===== src/rtl/mtr_drv_pkg.sv =====
// Purpose: shared types, constants and helpers for the motor-drive back end.
// Latency: n/a (declarations and pure functions only).
// Backpressure: n/a.
package mtr_drv_pkg;

   localparam int PWM_W = 11;

   typedef logic [PWM_W-1:0] duty_t;

   // Duty that leaves the bridge balanced (motor stopped).
   localparam duty_t MID_DUTY        = 11'h400;
   // Last count of a PWM period; duty reloads on this count.
   localparam duty_t PERIOD_END      = 11'h7FF;
   // Default dead time between one side falling and the other rising.
   localparam duty_t NONOVERLAP_DFLT = 11'h020;
   // Largest duty change allowed per period when slew limiting is built in.
   localparam duty_t SLEW_STEP       = 11'd64;

   // Signed speed -> offset-binary duty: adding 0x400 modulo 2048 only
   // flips the sign bit, so no adder is needed.
   function automatic duty_t spd2duty(input logic [PWM_W-1:0] spd);
      return {~spd[PWM_W-1], spd[PWM_W-2:0]};
   endfunction

   // Move cur toward tgt by at most step, landing exactly on tgt when close.
   function automatic duty_t slew_toward(input duty_t cur, input duty_t tgt,
                                         input duty_t step);
      duty_t diff;
      if (tgt > cur) begin
         diff = tgt - cur;
         return (diff > step) ? duty_t'(cur + step) : tgt;
      end else begin
         diff = cur - tgt;
         return (diff > step) ? duty_t'(cur - step) : tgt;
      end
   endfunction

endpackage


===== src/rtl/mtr_drv_if.sv =====
// Purpose: speed command in / H-bridge gate drive out, bundled for mtr_drv.
// Latency: n/a (wires only).
// Backpressure: none; speeds are level signals sampled once per PWM period.
interface mtr_drv_if;

   logic [10:0] lft_spd;
   logic [10:0] rght_spd;
   logic        lftPWM1;
   logic        lftPWM2;
   logic        rghtPWM1;
   logic        rghtPWM2;

   // Speed source side (PID block).
   modport master (
      output lft_spd,
      output rght_spd,
      input  lftPWM1,
      input  lftPWM2,
      input  rghtPWM1,
      input  rghtPWM2
   );

   // Motor driver side.
   modport slave (
      input  lft_spd,
      input  rght_spd,
      output lftPWM1,
      output lftPWM2,
      output rghtPWM1,
      output rghtPWM2
   );

endinterface


===== src/rtl/pwm11.sv =====
// Purpose: one complementary PWM pair with dead time, driven from a shared counter.
// Latency: outputs are flops, 1 clk after the counter value they reflect.
// Backpressure: none; free-running.
module pwm11
   import mtr_drv_pkg::*;
#(
   parameter duty_t NONOVERLAP = NONOVERLAP_DFLT
) (
   input  logic  clk,
   input  logic  rst_n,
   input  duty_t cnt,
   input  duty_t duty_act,
   output logic  PWM1,
   output logic  PWM2
);

   // Low side turns on only after the high side has been off for NONOVERLAP
   // clocks. Kept one bit wider so a large duty pushes the threshold past the
   // end of the period (low side stays off) instead of wrapping.
   logic [PWM_W:0] lo_on_thr;

   assign lo_on_thr = {1'b0, duty_act} + {1'b0, NONOVERLAP};

   // High side on from NONOVERLAP up to duty; low side on from duty+NONOVERLAP
   // to period end. The wrap gap (low falls at 0, high rises at NONOVERLAP)
   // gives the dead time on the other handover.
   always_ff @(posedge clk or negedge rst_n) begin
      if (!rst_n) begin
         PWM1 <= 1'b0;
         PWM2 <= 1'b0;
      end else begin
         PWM1 <= (cnt >= NONOVERLAP) && (cnt < duty_act);
         PWM2 <= ({1'b0, cnt} >= lo_on_thr);
      end
   end

endmodule


===== src/rtl/mtr_drv.sv =====
// Purpose: speed -> double-buffered duty -> two dead-time PWM pairs (MTR_DRV_SLEW_EN adds slew limit).
// Latency: speed sampled at cnt==0x7FF, used from cnt==0; PWM outputs 1 clk after cnt.
// Backpressure: none; speeds are sampled once per 2048-clk period, changes in between ignored.
module mtr_drv
   import mtr_drv_pkg::*;
#(
   parameter duty_t NONOVERLAP = NONOVERLAP_DFLT
) (
   input  logic        clk,
   input  logic        rst_n,
   mtr_drv_if.slave    bus
);

   duty_t cnt;
   duty_t lft_duty_act;
   duty_t rght_duty_act;
   duty_t lft_duty_nxt;
   duty_t rght_duty_nxt;
   logic  period_end;

   logic  lft_pwm1;
   logic  lft_pwm2;
   logic  rght_pwm1;
   logic  rght_pwm2;

   assign period_end = (cnt == PERIOD_END);

   // Free-running period counter shared by both channels; wraps naturally.
   always_ff @(posedge clk or negedge rst_n) begin
      if (!rst_n) begin
         cnt <= '0;
      end else begin
         cnt <= cnt + 11'd1;
      end
   end

   // Duty that will take effect next period, from the live speed commands.
   always_comb begin
      lft_duty_nxt  = MID_DUTY;
      rght_duty_nxt = MID_DUTY;
`ifdef MTR_DRV_SLEW_EN
      lft_duty_nxt  = slew_toward(lft_duty_act,  spd2duty(bus.lft_spd),  SLEW_STEP);
      rght_duty_nxt = slew_toward(rght_duty_act, spd2duty(bus.rght_spd), SLEW_STEP);
`else
      lft_duty_nxt  = spd2duty(bus.lft_spd);
      rght_duty_nxt = spd2duty(bus.rght_spd);
`endif
   end

   // Active duty reloads only on the last count so a period never sees two duties.
   always_ff @(posedge clk or negedge rst_n) begin
      if (!rst_n) begin
         lft_duty_act  <= MID_DUTY;
         rght_duty_act <= MID_DUTY;
      end else if (period_end) begin
         lft_duty_act  <= lft_duty_nxt;
         rght_duty_act <= rght_duty_nxt;
      end
   end

   pwm11 #(.NONOVERLAP(NONOVERLAP)) u_pwm_lft (
      .clk      (clk),
      .rst_n    (rst_n),
      .cnt      (cnt),
      .duty_act (lft_duty_act),
      .PWM1     (lft_pwm1),
      .PWM2     (lft_pwm2)
   );

   pwm11 #(.NONOVERLAP(NONOVERLAP)) u_pwm_rght (
      .clk      (clk),
      .rst_n    (rst_n),
      .cnt      (cnt),
      .duty_act (rght_duty_act),
      .PWM1     (rght_pwm1),
      .PWM2     (rght_pwm2)
   );

   assign bus.lftPWM1  = lft_pwm1;
   assign bus.lftPWM2  = lft_pwm2;
   assign bus.rghtPWM1 = rght_pwm1;
   assign bus.rghtPWM2 = rght_pwm2;

endmodule


===== src/flat_wrapper.sv =====
// flat-port wrapper written by rule: the top's interface ports become plain ports
module mtr_drv_flat import mtr_drv_pkg::*;
#(
   parameter duty_t NONOVERLAP = NONOVERLAP_DFLT
)
  (clk, rst_n, bus_lft_spd, bus_rght_spd, bus_lftPWM1, bus_lftPWM2, bus_rghtPWM1, bus_rghtPWM2);
  mtr_drv_if bus_i ();
  input  logic clk;
  input  logic rst_n;
  input wire logic [$bits(bus_i.lft_spd)-1:0] bus_lft_spd;
  input wire logic [$bits(bus_i.rght_spd)-1:0] bus_rght_spd;
  output wire logic [$bits(bus_i.lftPWM1)-1:0] bus_lftPWM1;
  output wire logic [$bits(bus_i.lftPWM2)-1:0] bus_lftPWM2;
  output wire logic [$bits(bus_i.rghtPWM1)-1:0] bus_rghtPWM1;
  output wire logic [$bits(bus_i.rghtPWM2)-1:0] bus_rghtPWM2;
  assign bus_i.lft_spd = bus_lft_spd;
  assign bus_i.rght_spd = bus_rght_spd;
  assign bus_lftPWM1 = bus_i.lftPWM1;
  assign bus_lftPWM2 = bus_i.lftPWM2;
  assign bus_rghtPWM1 = bus_i.rghtPWM1;
  assign bus_rghtPWM2 = bus_i.rghtPWM2;
  mtr_drv #(.NONOVERLAP(NONOVERLAP)) u_core (.clk(clk), .rst_n(rst_n), .bus(bus_i));
endmodule

===== config.mk =====
export PLATFORM = sky130hd
export DESIGN_NAME = mtr_drv_flat
export DESIGN_NICKNAME = d
export VERILOG_FILES = /design/src/rtl/mtr_drv_pkg.sv /design/src/rtl/mtr_drv_if.sv /design/src/rtl/pwm11.sv /design/src/rtl/mtr_drv.sv /design/src/flat_wrapper.sv
export SDC_FILE = /design/constraint.sdc
export NUM_CORES = 1
export LEC_CHECK = 0
export ABC_AREA = 1
export BUFFER_PORTS_ARGS = -buffer_cell sky130_fd_sc_hd__buf_4
export CAP_MARGIN = 20
export CORE_MARGIN = 2
export CORE_UTILIZATION = 59
export DETAILED_ROUTE_END_ITERATION = 7
export PLACE_DENSITY = 0.87
export SLEW_MARGIN = 20
export SYNTH_ARGS = -nofsm -noshare
export SYNTH_HDL_FRONTEND = slang
export SYNTH_SLANG_ARGS = --single-unit

===== constraint.sdc =====
create_clock -name clk -period 1.95 [get_ports clk]
set_input_delay 0.2925 -clock clk [delete_from_list [all_inputs] [get_ports clk]]
set_output_delay 0.2925 -clock clk [all_outputs]
set_load 0.01 [all_outputs]

==> metrics.md <==
| Metric | Value |
|---|---|
| PwrDens | 539.0 nW/um^2 |
| Element type at the critical path end | register |
| Type of the tightest min-delay check | primary input to register |
| Number of distinct standard cells referenced by the synthesized netlist | 21 |
| Top Ports | 28 |
| TritonCTS clock tree | done |
| Fraction of final layout cells with drive strength greater than 1 | 12.60% |
| H-tree lvl count | 2 |
| Max stage delay cell, worst path | sky130_fd_sc_hd__dfrtp_1 |
| Skew-Pair Late Insertion Delay | 0.30 ns |
| Area of the die | 4943 um^2 |
| Smallest hold slack | 0.1451 ns |
| Data required time at the worst endpoint | 2.13 ns |
| Slew HR | 68.57% |
| Total number of clock tree sinks | 37 |
| Wire length after detailed routing | 5421 um |
| Final number of setup-violating endpoints | 0 |
| Post-layout instance count excluding filler cells | 425 |
| Result of the run | complete, no violations |
| Detailed placer's ending HPWL | 3943 um |
| Relative area change from synthesis to final layout | 16.16% |
| Critical path buffers and inverters | 1 |
| Cell count of the worst hold path | 2 |
| PortBufs | 27 |
| First-pass detailed-route iteration total | 4 |
| Syn Inst Count | 337 |
| Vias per Instance | 5.136 |
| Time the final worst path needs with I/O delays and setup | 1.782 ns |
| Commonest non-fill, non-tap cells in the layout | sky130_fd_sc_hd__nand2_1, sky130_fd_sc_hd__inv_1, sky130_fd_sc_hd__ha_1 |
| Final nets | 434 |
| Post-Synthesis Net Count | 399 |
| Min-Delay Endpoint | u_core.rght_duty_act[10] |
| Largest area contributor in the netlist | sky130_fd_sc_hd__dfrtp_1 |
| Xor-xnor portion of the synthesized cell area | 5.065% |
| Final Hold Violating Endpoints | 0 |
| Most common library cell in the layout ignoring fill and taps | sky130_fd_sc_hd__nand2_1 |
| Top post-synthesis cells by area | sky130_fd_sc_hd__dfrtp_1, sky130_fd_sc_hd__ha_1, sky130_fd_sc_hd__nand2_1, sky130_fd_sc_hd__inv_1, sky130_fd_sc_hd__nand3_1 |
| LEAKAGE | 1.850 nW |
| Netlist area before placement | 2594 um^2 |
| R2R Path Start | u_core.lft_duty_act[5] |
| Clock root buffer master | sky130_fd_sc_hd__clkbuf_8 |
| Pre-CTS setup slack | 0.1479 ns |
| Rows | 24 |
| Global routing usage summed across all routing layers | 23.81% |
| Largest family of logic cells by synthesized area | simple AND/OR/NAND/NOR gates |
| Number of cells traversed by the worst register-to-register path | 9 |
| Sequential fraction of the synthesis area | 35.79% |
| Final GP Congestion | 0.8677 |
| Largest net degree at the start of global routing | 38 |
| Number of logic stages on the critical path including buffering | 9 |
| Leftover overflow at the end of global routing | 0 |
| CP Class | register to register |
| Final worst slack | 0.1680 ns |
| Count of synthesis-stage warnings from yosys | 0 |
| Cells traversed along the worst timing path | nand3_2 -> nor3_2 -> xor2_1 -> inv_1 -> ha_1 -> a21oi_1 -> nand2_1 -> o21ai_0 -> nand3_1 |
| Worst-path clk slew | 0.08 ns |
| Share of the synthesized area in the top cell type | 33.77% |
| Number of buffers added by the clock tree synthesis step | 5 |
| Iteration-0 DRC count of the detailed router | 112 |
| First-pass GRT wire length | 9315 um |
| Starting density of the core | 60.40% |
| Final routed wire length divided by cell count | 12.76 um |
| Routed via count | 2183 |
| Final cycle utilization of the critical path | 91.38% |
| Start point of the worst min-delay path | bus_rght_spd[10] |
| Crit path arrival time | 1.96 ns |
| Buffer depth of the longest clock path | 2 |
| Flop2flop setup slack | 0.17 ns |
| Die Span Y | 70.31 um |
| Core outline area | 4294 um^2 |
| Register bit count reported by yosys | 37 |
| Largest clock skew in the final design | 0.008881 ns |
| Initial antenna violation count | 0 |
| Cell count after placement | 413 |
| Delay of the slowest cell on the worst path | 0.45 ns |
| Synth Area in Simple Gates | 27.54% |
| Maximum vdd ir drop | 0.3970 mV |
| Number of global-route vias before repair | 2219 |
| Chip Width | 70.31 um |
| FF-to-FF End | u_core.u_pwm_lft.PWM2 |
| DRT antenna net count | 0 |
| Compound-cell area share of the yosys netlist | 4.197% |
| Critical path's top delay family | simple AND/OR/NAND/NOR gates |
| Post-synthesis share of cell area spent on full adders, half adders and majority gates | 18.33% |
| Max Fclk | 561.2 MHz |
| Top fanout value on the critical path | 5 |
| Proportion of synthesized area in mux cells | 0% |
| Pin slew with the least headroom to its limit | 0.4714 ns |
| DRC violation count after routing | 0 |
| Total of max-cap violations | 0 |
| Antenna Diode Count | 0 |
| Element type at the critical path start | register |
| Slew Limit Fails | 0 |
| Average cell area after synthesis | 7.697 um^2 |
==> worst max-delay path by stage <==
| stage | endpoint | start | slack (ns) |
|---|---|---|---|
| floorplan | u_core.u_pwm_lft.PWM2 | u_core.lft_duty_act[7] | 0.33 |
| global placement | u_core.u_pwm_lft.PWM2 | u_core.lft_duty_act[5] | 0.28 |
| detailed placement | u_core.u_pwm_lft.PWM2 | u_core.lft_duty_act[5] | 0.15 |
| CTS | u_core.u_pwm_lft.PWM2 | u_core.lft_duty_act[5] | 0.09 |
| global route | u_core.u_pwm_lft.PWM2 | u_core.lft_duty_act[5] | -0.01 |
| finish | u_core.u_pwm_lft.PWM2 | u_core.lft_duty_act[5] | 0.17 |
==> where the power goes <==
| group | leakage (nW) | internal, mW | switching (mW) |
|---|---|---|---|
| Clock | 0.0681 | 0.508 | 0.298 |
| Sequential | 0.381 | 0.767 | 0 |
| Combinational | 1.40 | 0.0300 | 0.0205 |
| Total | 1.85 | 1.31 | 0.319 |
==> cells by family (layout without fill, tap and decap cells) <==
kind of cell	after synthesis	after routing
simple gates	171	171
xor+xnor	15	15
buf+inv	56	92
flops	37	37
fa+ha+maj	38	38
compound gates	20	20
==> sequential cells by signal (all words and copies together) (netlist names) <==
register / cells
u_core.cnt: 11
u_core.lft_duty_act: 11
u_core.rght_duty_act: 11
u_core.u_pwm_lft.PWM1: 1
u_core.u_pwm_lft.PWM2: 1
u_core.u_pwm_rght.PWM1: 1
u_core.u_pwm_rght.PWM2: 1
==> layer usage <==
metal | vias up | GRT usage [%] | routed length [um]
met4 | 0 | 10.04 | 145
met3 | 12 | 5.195 | 193
met5 | - | 0 | 0
met1 | 991 | 27.42 | 2258
met2 | 41 | 42.24 | 2823
li1 | 1139 | - | -
==> per-stage QoR <==
stage / TNS (ns) / cell area, um^2 / total power, mW / utilization, %
after floorplan: 0 / 2594 / 0.7823 / -
after global placement: 0 / 2836 / 0.8312 / 66.05
after detailed placement: 0 / 2836 / 0.8321 / 66.05
after CTS: 0 / 2980 / 1.629 / 69.41
after global routing: -0.01311 / 3013 / 1.663 / 70.16
final: 0 / 3013 / 1.624 / 70.16
==> cells in the mapped netlist (all sizes together) <==
master,instances
a21o,1
a21oi,12
a31oi,1
buf,6
dfrtp,35
dfstp,2
ha,38
inv,50
nand2,99
nand3,36
nand4,4
nor2,29
nor3,3
o21ai,4
o21bai,2
xnor2,4
xor2,11
==> cell type report <==
class | instances | area (um^2)
repair buffers | 34 | 257.7
well taps | 52 | 65.06
clock inverters | 3 | 65.06
flip-flops and latches | 37 | 928.4
inverters | 50 | 187.7
multi-input cells | 244 | 1440
fillers | 348 | 1281
clock buffers | 5 | 68.82
==> timing repair <==
item / 4_1_cts / 5_1_grt
hold buffers: 1 / 0
buffers inserted: 0 / 3
endpoints found under the setup margin: 0 / 1
endpoints found under the hold margin: 35 / 0
resized for setup: 0 / 2
Power figures use the tool's default switching activity.
